<file path="src/rtl/lsu_mem_initiator.sv">
`default_nettype none
// ============================================================================
// Module   : lsu_mem_initiator
// Brief    : MEM-stage load/store initiator. Issues one aligned beat or splits
//            misaligned accesses into byte beats; extends load data, aborts a
//            stalled beat after WAIT_MAX cycles and returns one response pulse.
// Revision : 1.0
// ============================================================================
module lsu_mem_initiator #(
    parameter int WAIT_MAX = 8
) (
    input  logic        clk,
    input  logic        reset,
    input  logic        req_valid,
    output logic        req_ready,
    input  logic        req_load,
    input  logic        req_store,
    input  logic [31:0] req_addr,
    input  logic [31:0] req_wdata,
    input  logic [1:0]  req_size,
    input  logic        req_sext,
    output logic        resp_valid,
    output logic [31:0] resp_rdata,
    output logic        resp_err,
    output logic        mem_valid,
    input  logic        mem_good,
    output logic [31:0] mem_addr,
    output logic [31:0] mem_writeData,
    output logic        mem_memRead,
    output logic        mem_memWrite,
    output logic [1:0]  mem_maskMode,
    output logic        mem_sext,
    input  logic [31:0] mem_readData
);

    localparam int                    c_WAIT_W    = $clog2(WAIT_MAX + 1);
    localparam logic [c_WAIT_W-1:0]   c_WAIT_LAST = c_WAIT_W'(WAIT_MAX - 1);

    typedef enum logic [1:0] {
        S_IDLE   = 2'd0,
        S_ACCESS = 2'd1,
        S_RESP   = 2'd2
    } state_t;

    state_t                r_state;
    state_t                w_state_nxt;

    logic                  r_load;
    logic                  r_store;
    logic                  r_sext;
    logic                  r_err;
    logic                  r_split;
    logic [1:0]            r_size;
    logic [31:0]           r_addr;
    logic [31:0]           r_wdata;
    logic [31:0]           r_data;
    logic [2:0]            r_beat;
    logic [2:0]            r_nbeats;
    logic [c_WAIT_W-1:0]   r_wait;

    logic                  w_illegal;
    logic                  w_misaligned;
    logic                  w_last_beat;
    logic                  w_timeout;
    logic [4:0]            w_lane;
    logic [7:0]            w_wbyte;
    logic [31:0]           w_ext;

    assign w_illegal    = (req_load == req_store) || (req_size == 2'b11);
    assign w_misaligned = ((req_size == 2'b01) && req_addr[0]) ||
                          ((req_size == 2'b10) && (req_addr[1:0] != 2'b00));
    assign w_last_beat  = ((r_beat + 3'd1) == r_nbeats);
    assign w_timeout    = (r_wait == c_WAIT_LAST);
    assign w_lane       = {r_beat[1:0], 3'b000};
    assign w_wbyte      = r_wdata[w_lane +: 8];

    always_ff @(posedge clk or negedge reset) begin
        if (!reset) begin
            r_state <= S_IDLE;
        end else begin
            r_state <= w_state_nxt;
        end
    end

    always_comb begin
        w_state_nxt = r_state;
        req_ready   = 1'b0;
        mem_valid   = 1'b0;
        resp_valid  = 1'b0;
        case (r_state)
            S_IDLE: begin
                req_ready = 1'b1;
                if (req_valid) begin
                    w_state_nxt = w_illegal ? S_RESP : S_ACCESS;
                end
            end
            S_ACCESS: begin
                mem_valid = 1'b1;
                if ((mem_good && w_last_beat) || (!mem_good && w_timeout)) begin
                    w_state_nxt = S_RESP;
                end
            end
            S_RESP: begin
                resp_valid  = 1'b1;
                w_state_nxt = S_IDLE;
            end
            default: w_state_nxt = S_IDLE;
        endcase
    end

    always_ff @(posedge clk or negedge reset) begin
        if (!reset) begin
            r_load   <= 1'b0;
            r_store  <= 1'b0;
            r_sext   <= 1'b0;
            r_err    <= 1'b0;
            r_split  <= 1'b0;
            r_size   <= 2'b00;
            r_addr   <= 32'd0;
            r_wdata  <= 32'd0;
            r_data   <= 32'd0;
            r_beat   <= 3'd0;
            r_nbeats <= 3'd0;
            r_wait   <= '0;
        end else begin
            case (r_state)
                S_IDLE: begin
                    if (req_valid) begin
                        r_load   <= req_load;
                        r_store  <= req_store;
                        r_sext   <= req_sext;
                        r_size   <= req_size;
                        r_addr   <= req_addr;
                        r_wdata  <= req_wdata;
                        r_err    <= w_illegal;
                        r_split  <= w_misaligned;
                        r_nbeats <= w_misaligned ? ((req_size == 2'b01) ? 3'd2 : 3'd4) : 3'd1;
                        r_beat   <= 3'd0;
                        r_wait   <= '0;
                        r_data   <= 32'd0;
                    end
                end
                S_ACCESS: begin
                    if (mem_good) begin
                        // Split beats return their byte in lane 0 of readData.
                        if (r_split) begin
                            r_data[w_lane +: 8] <= mem_readData[7:0];
                        end else begin
                            r_data <= mem_readData;
                        end
                        r_beat <= r_beat + 3'd1;
                        r_wait <= '0;
                    end else begin
                        r_wait <= r_wait + 1'b1;
                        if (w_timeout) begin
                            r_err <= 1'b1;
                        end
                    end
                end
                default: ;
            endcase
        end
    end

    always_comb begin
        w_ext = r_data;
        case (r_size)
            2'b00:   w_ext = {{24{r_sext & r_data[7]}},  r_data[7:0]};
            2'b01:   w_ext = {{16{r_sext & r_data[15]}}, r_data[15:0]};
            default: w_ext = r_data;
        endcase
    end

    assign resp_err   = (r_state == S_RESP) && r_err;
    assign resp_rdata = ((r_state == S_RESP) && r_load && !r_err) ? w_ext : 32'd0;

    // Memory port is decoded purely from latched request state.
    assign mem_addr      = mem_valid ? (r_addr + {29'd0, r_beat}) : 32'd0;
    assign mem_writeData = mem_valid ? (r_split ? {24'd0, w_wbyte} : r_wdata) : 32'd0;
    assign mem_maskMode  = mem_valid ? (r_split ? 2'b00 : r_size) : 2'b00;
    assign mem_memRead   = mem_valid && r_load;
    assign mem_memWrite  = mem_valid && r_store;
    assign mem_sext      = 1'b0;

endmodule
`default_nettype wire

</file>
<file path="config.mk">
export PLATFORM = sky130hd
export DESIGN_NAME = lsu_mem_initiator
export DESIGN_NICKNAME = d
export VERILOG_FILES = /design/src/rtl/lsu_mem_initiator.sv
export SDC_FILE = /design/constraint.sdc
export NUM_CORES = 1
export LEC_CHECK = 0
export CAP_MARGIN = 40
export CORE_UTILIZATION = 47
export DETAILED_ROUTE_END_ITERATION = 8
export PLACE_DENSITY = 0.81
export SYNTH_ARGS = -nofsm -noshare
export SYNTH_HDL_FRONTEND = slang
export SYNTH_SLANG_ARGS = --single-unit
export TNS_END_PERCENT = 50
</file>
<file path="constraint.sdc">
create_clock -name clk -period 4.3 [get_ports clk]
set_clock_uncertainty 0.15 [all_clocks]
set_input_delay 0.43 -clock clk [delete_from_list [all_inputs] [get_ports clk]]
set_output_delay 0.43 -clock clk [all_outputs]
set_load 0.01 [all_outputs]
</file>
# Word-level counts from Yosys, hierarchy flattened
# Cells that the tools add are included.
op_classes:
  shift: 3
  eq_ne: 14
  bitwise: 2
  reduce_logical: 23
  add_sub_neg: 4
  mux: 31
ops:
  columns: ["cell", "count"]
  rows:
  - ["two-way mux 32 bit", 7]
  - ["one-hot mux 32 bit (2 select lines)", 2]
  - ["adder 32 x 3 -> 32 bit", 1]
  - ["bitwise mux 32 bit", 1]
  - ["variable shift 8 x 7 -> 32 bit, first input constant", 1]
  - ["variable part select 32 x 6 -> 8 bit", 1]
  - ["variable part select 8 x 7 -> 32 bit", 1]
  - ["two-way mux 3 bit", 4]
  - ["two-way mux 2 bit", 5]
  - ["inequality test 2 bit, second input constant", 5]
  - ["logical AND 1 bit", 9]
  - ["two-way mux 4 bit", 2]
  - ["one-hot mux 4 bit (2 select lines)", 1]
  - ["negator 5 -> 7 bit", 1]
  - ["equality test 2 x 1 -> 1 bit, second input constant", 3]
  - ["equality test 2 bit, second input constant", 3]
  - ["two-way mux 1 bit", 6]
  - ["one-hot mux 3 bit (2 select lines)", 1]
  - ["AND reduction 2 bit", 3]
  - ["adder 4 x 1 -> 4 bit, second input constant", 1]
  - ["equality test 4 x 3 -> 1 bit, second input constant", 1]
  - ["zero test 2 bit", 2]
  - ["one-hot mux 2 bit (2 select lines)", 1]
  - ["AND reduction 4 bit", 1]
  - ["other kinds (9)", 14]
totals:
  reg_bits: 115
  word_cells: 90
  input_bits: 105

# Depth between registers and ports, before layout
# Gate-level depths: netlist of run 1.
depth:
  ltp_word: 6
  depth_mapped: 9
  mapped_depth_nobuf: 7

# Worst setup path before layout of run 1
# Ideal clock, no wire load.
synth_path:
  path_type: "reg-to-output"
  from: "reg r_beat[0]"
  to: "out mem_addr[24]"
  path_slack_ns: 1.173
  arrival_ns: 2.547
  path_stages_with_launch: 9
  path_buffers: 2
  cell_sequence: "dfrtp_1 ha_1 inv_1 fa_1 nand2b_1 a211o_1 clkbuf_1 clkbuf_1 o41ai_1"
synth_via:
  elab_chain_cells: 2
synth_rtl:
  columns: ["item", "line_no", "rtl"]
  rows:
  - ["start: declaration", "57", "logic [2:0] r_beat;"]
  - ["start signal: assignment", "151", "r_beat <= r_beat + 3'd1;"]
  - ["adder 32 x 3 -> 32 bit", "178", "assign mem_addr = mem_valid ? (r_addr + {29'd0, r_beat}) : 32'd0;"]
  - ["two-way mux 32 bit", "178", null]
  - ["end: declaration", "27", "output logic [31:0] mem_addr,"]
# No other way between the ends.

# Worst setup path after layout of run 1
layout_path:
  from: "reg r_addr[0]"
  to: "out mem_addr[30]"
layout_via:
  elab_chain_cells: 2
layout_rtl:
  columns: ["item", "line_no", "rtl"]
  rows:
  - ["start: declaration", "54", "logic [31:0] r_addr;"]
  - ["start signal: assignment", "133", "r_addr <= req_addr;"]
  - ["adder 32 x 3 -> 32 bit", "178", null]
  - ["two-way mux 32 bit", "178", null]
# No other way between the ends.

==> results of run 1 <==
==> sequential cells by signal, summed over array words and instances, names as in the netlist, 2 cells and up <==
name      flops
r_wait        4
r_state       2
r_wdata      32
r_beat        3
r_data       32
r_size        2
r_addr       32
r_nbeats      3
==> worst reg2reg max path, delay by kind of cell, from the launching register on <==
kind,cells,cell delay [ps]
AOI/OAI and AO/OA,2,340
DFF,1,380
and+or+nand+nor,2,670
buffers and inverters,2,560
adders and majority gates,1,390
==> path summary, 6_finish.rpt <==
path | start | end | slack, ps | cells after the start
worst max-delay path | r_addr[0] | mem_addr[30] | 190 | 8
worst min-delay path | r_wdata[7] | r_wdata[7] | 320 | 2
worst max register to register | r_beat[0] | r_data[30] | 1720 | 7
worst min register to register | r_wdata[7] | r_wdata[7] | 320 | 2
max in group asynchronous | reset | r_wdata[6] | 2640 | 3
min in group asynchronous | reset | r_addr[26] | 450 | 2
==> cell usage after synthesis, drive strengths merged, types with 3 or more instances <==
cell type	n	area [um2]
nand2	224	841
o41ai	5	43.8
dfrtp	115	2880
inv	37	139
a31oi	4	25.0
and4	5	43.8
and3	28	175
a22oi	23	173
o311ai	3	26.3
o21ai	38	190
o22ai	32	200
mux2	9	101
nand2b	8	50.1
buf	4	28.8
nor3	6	30.0
nor4	5	37.5
or4	8	60.1
o31ai	7	52.6
or3	6	42.5
ha	10	125
nand3	18	90.1
nand3b	5	37.5
and2	14	87.6
a21oi	58	290
nor2	17	63.8
nor2b	5	31.3
clkbuf	44	165
nand4	10	75.1
a22o	11	96.3
xnor2	8	70.1
mux2i	5	50.1
or2	9	56.3
==> layout make-up <==
| cell class | count | area (um2) |
|---|---|---|
| fillers | 1078 | 3930 |
| clock inverters | 10 | 178 |
| inverters | 38 | 143 |
| flip-flops and latches | 115 | 2880 |
| clock buffers | 22 | 474 |
| repair buffers | 225 | 2220 |
| well taps | 176 | 220 |
| multi-input cells | 600 | 3350 |
==> through the flow <==
stage	power, mW	cells	utilization, %	area (um2)
after floorplan	3.25	801	-	6560
after global placement	4.18	1151	65.5	8780
after detailed placement	4.26	1153	65.7	8810
after CTS	5.85	1186	70.7	9470
after global routing	6.22	1186	70.7	9470
final	5.84	1186	70.7	9470
==> power groups by stage <==
stage / Combinational [mW] / Clock (mW) / Sequential, mW
3_5_place_dp: 2.29 / 0 / 1.96
2_1_floorplan: 1.47 / 0 / 1.78
4_1_cts: 2.31 / 1.58 / 1.96
6_report: 2.31 / 1.56 / 1.97
3_3_place_gp: 2.23 / 0 / 1.95
5_1_grt: 2.56 / 1.63 / 2.03
==> metal layers <==
| layer | GRT usage, % | share of wire (%) | up-vias |
|---|---|---|---|
| met5 | 0 | 0.063 | - |
| met4 | 11.5 | 2.4 | 2 |
| met3 | 5.80 | 6.8 | 39 |
| met2 | 46.7 | 47 | 285 |
| met1 | 40.5 | 44 | 3172 |
| li1 | - | - | 3192 |
==> cell usage in the layout (no fill, tap or decap), types with 5 or more instances in the layout <==
cell / netlist / final
o31ai_1: 7 / 7
clkdlybuf4s50_1: 0 / 207
nand2b_1: 8 / 8
a22oi_1: 23 / 23
buf_4: 1 / 16
o41ai_1: 5 / 5
mux2_2: 9 / 9
inv_1: 37 / 37
or3_1: 5 / 5
bufinv_16: 0 / 5
nand2_1: 224 / 223
mux2i_1: 5 / 5
and2_1: 14 / 14
ha_1: 10 / 10
nor2b_1: 5 / 5
a21oi_1: 58 / 58
nand3b_1: 5 / 5
dfrtp_1: 115 / 115
nor2_1: 17 / 16
or4_1: 8 / 8
and3_1: 28 / 28
and4_1: 5 / 5
xnor2_1: 8 / 8
a22o_1: 11 / 11
or2_2: 9 / 9
o22ai_1: 32 / 32
nand4_1: 8 / 8
nand3_1: 18 / 18
nor3_1: 6 / 6
o21ai_0: 37 / 37
clkbuf_16: 0 / 17
==> cell families after synthesis <==
family,Yosys count,synth area share (%)
xor+xnor,10,1.55
mux,14,2.31
compound gates,192,18.1
simple gates,372,26.8
flops,115,43.9
fa+ha+maj,11,2.21
buf+inv,86,5.13
other cells,1,0.0572
==> timing repair <==
| item | CTS | global route |
|---|---|---|
| resized for setup | 0 | 0 |
| hold buffers | 1 | 0 |
| setup buffers | 0 | 0 |
| endpoints found under the hold margin | 49 | 0 |
| endpoints found under the setup margin | 0 | 0 |
==> flow_summary.ini, run 1 <==
[job]
maxCapViolations = 0

[clock_tree]
htreeDepth = 4
clk_latency_ps = 410
cts_tree = done
cts_inserted_buffers = 17
cts.sinks = 115
path_clk_slew_ps = 50
clk_path_buf_depth = 2
root_buffer = clkbuf_16

[detailed_routing]
vias = 6690
routed_wirelength_um = 20700
ant_nets = 0
drc = 0
dr.pass1.iters = 5
drt_iter0_markers = 556
post_drt_wl_per_cell_um = 17.4
avgViaCountPerCell = 5.64

[sta]
rsz0062_at_grt = no
holdWs_ps = 320
setup_viol = 0
fin_crit_sh_pct = 95.7
fmax_ghz = 0.243
final_hold_viol_count = 0
worst_pin_slew_ps = 735
drv_slew = 0
relSlewSlack_pct = 51.0
setup_ws_ps = 187
setup_tns_ps = 0
fin_crit_ps = 4110

[power_and_ir_drop]
pwr-share-seq_pct = 33.7
p_leak_nw = 4.12
p_sw_share_pct = 38.8
p_int_mw = 3.58
power.share.clock_pct = 26.7
p_comb_share_pct = 39.5
p_switching_mw = 2.27
powerDensity_nw_per_um2 = 617
vdd_drop_max_v = 0.000381

[grt]
grt_pass1_vias = 6449
grt-ovfl-total = 0
grt_max_degree = 53
grt_use_total_pct = 29.7
antenna_found_initial = 1
grt_pass1_wl_um = 33400

[worst_setup_path]
setup.worst_path.end_class = output pin
critical_path_buf_inv_count = 2
crit_chain = ha_1 > inv_1 > fa_1 > nand2b_1 > a2111oi_0 > or4b_1 > a21oi_1 > clkdlybuf4s50_1
cp_max_fo = 6
crit_slowest_cell = a2111oi_0
crit_path_max_incr_delay_ps = 650
critPathKind = register to output pin
worstPathRequired_ps = 3720
cp_top_family = compound AO/OA/AOI/OAI gates
cp.arrival_ps = 3530
crit_path_start_kind = register

[floorplan]
start_util_pct = 48.9
die-area_um2 = 14400
num_rows = 42
core_region_area_um2 = 13400
die_w_um = 120
die_h_um = 120
io_pins = 210

[placed_design]
gp_congestion = 0.874
portBuffers = 208
dp_hpwl_um = 14300
place_worst_setup_slack_ps = 668

[logic_synthesis]
synth_warnings = 0
syn-cell-area_um2 = 6560
yosys_register_bits = 115
synth_edf_count = 0
syn-num-nets = 917
async_reset_ff_share_pct = 100
synth_ff_type = dfrtp_1
yosys.cell_types.count = 55
syn_inst = 801
postSynthAreaPerCell_um2 = 8.19
seq_area_frac_synth_pct = 43.9

[layout]
syn_to_final_growth_pct = 44.4
antenna_cells = 0
layout-drive-gt1-share_pct = 7.03
nNetsFinal = 1113

[status]
outcome = complete, no violations

[hold_path]
hold_class = register to register
Power figures use the tool's default switching activity.
==> run 2, diff against run 1 <==
- CTS_CLUSTER_SIZE: unset -> 16
==> results of run 2 <==
No change in the layout: final DEF, timing and power equal those of run 1.
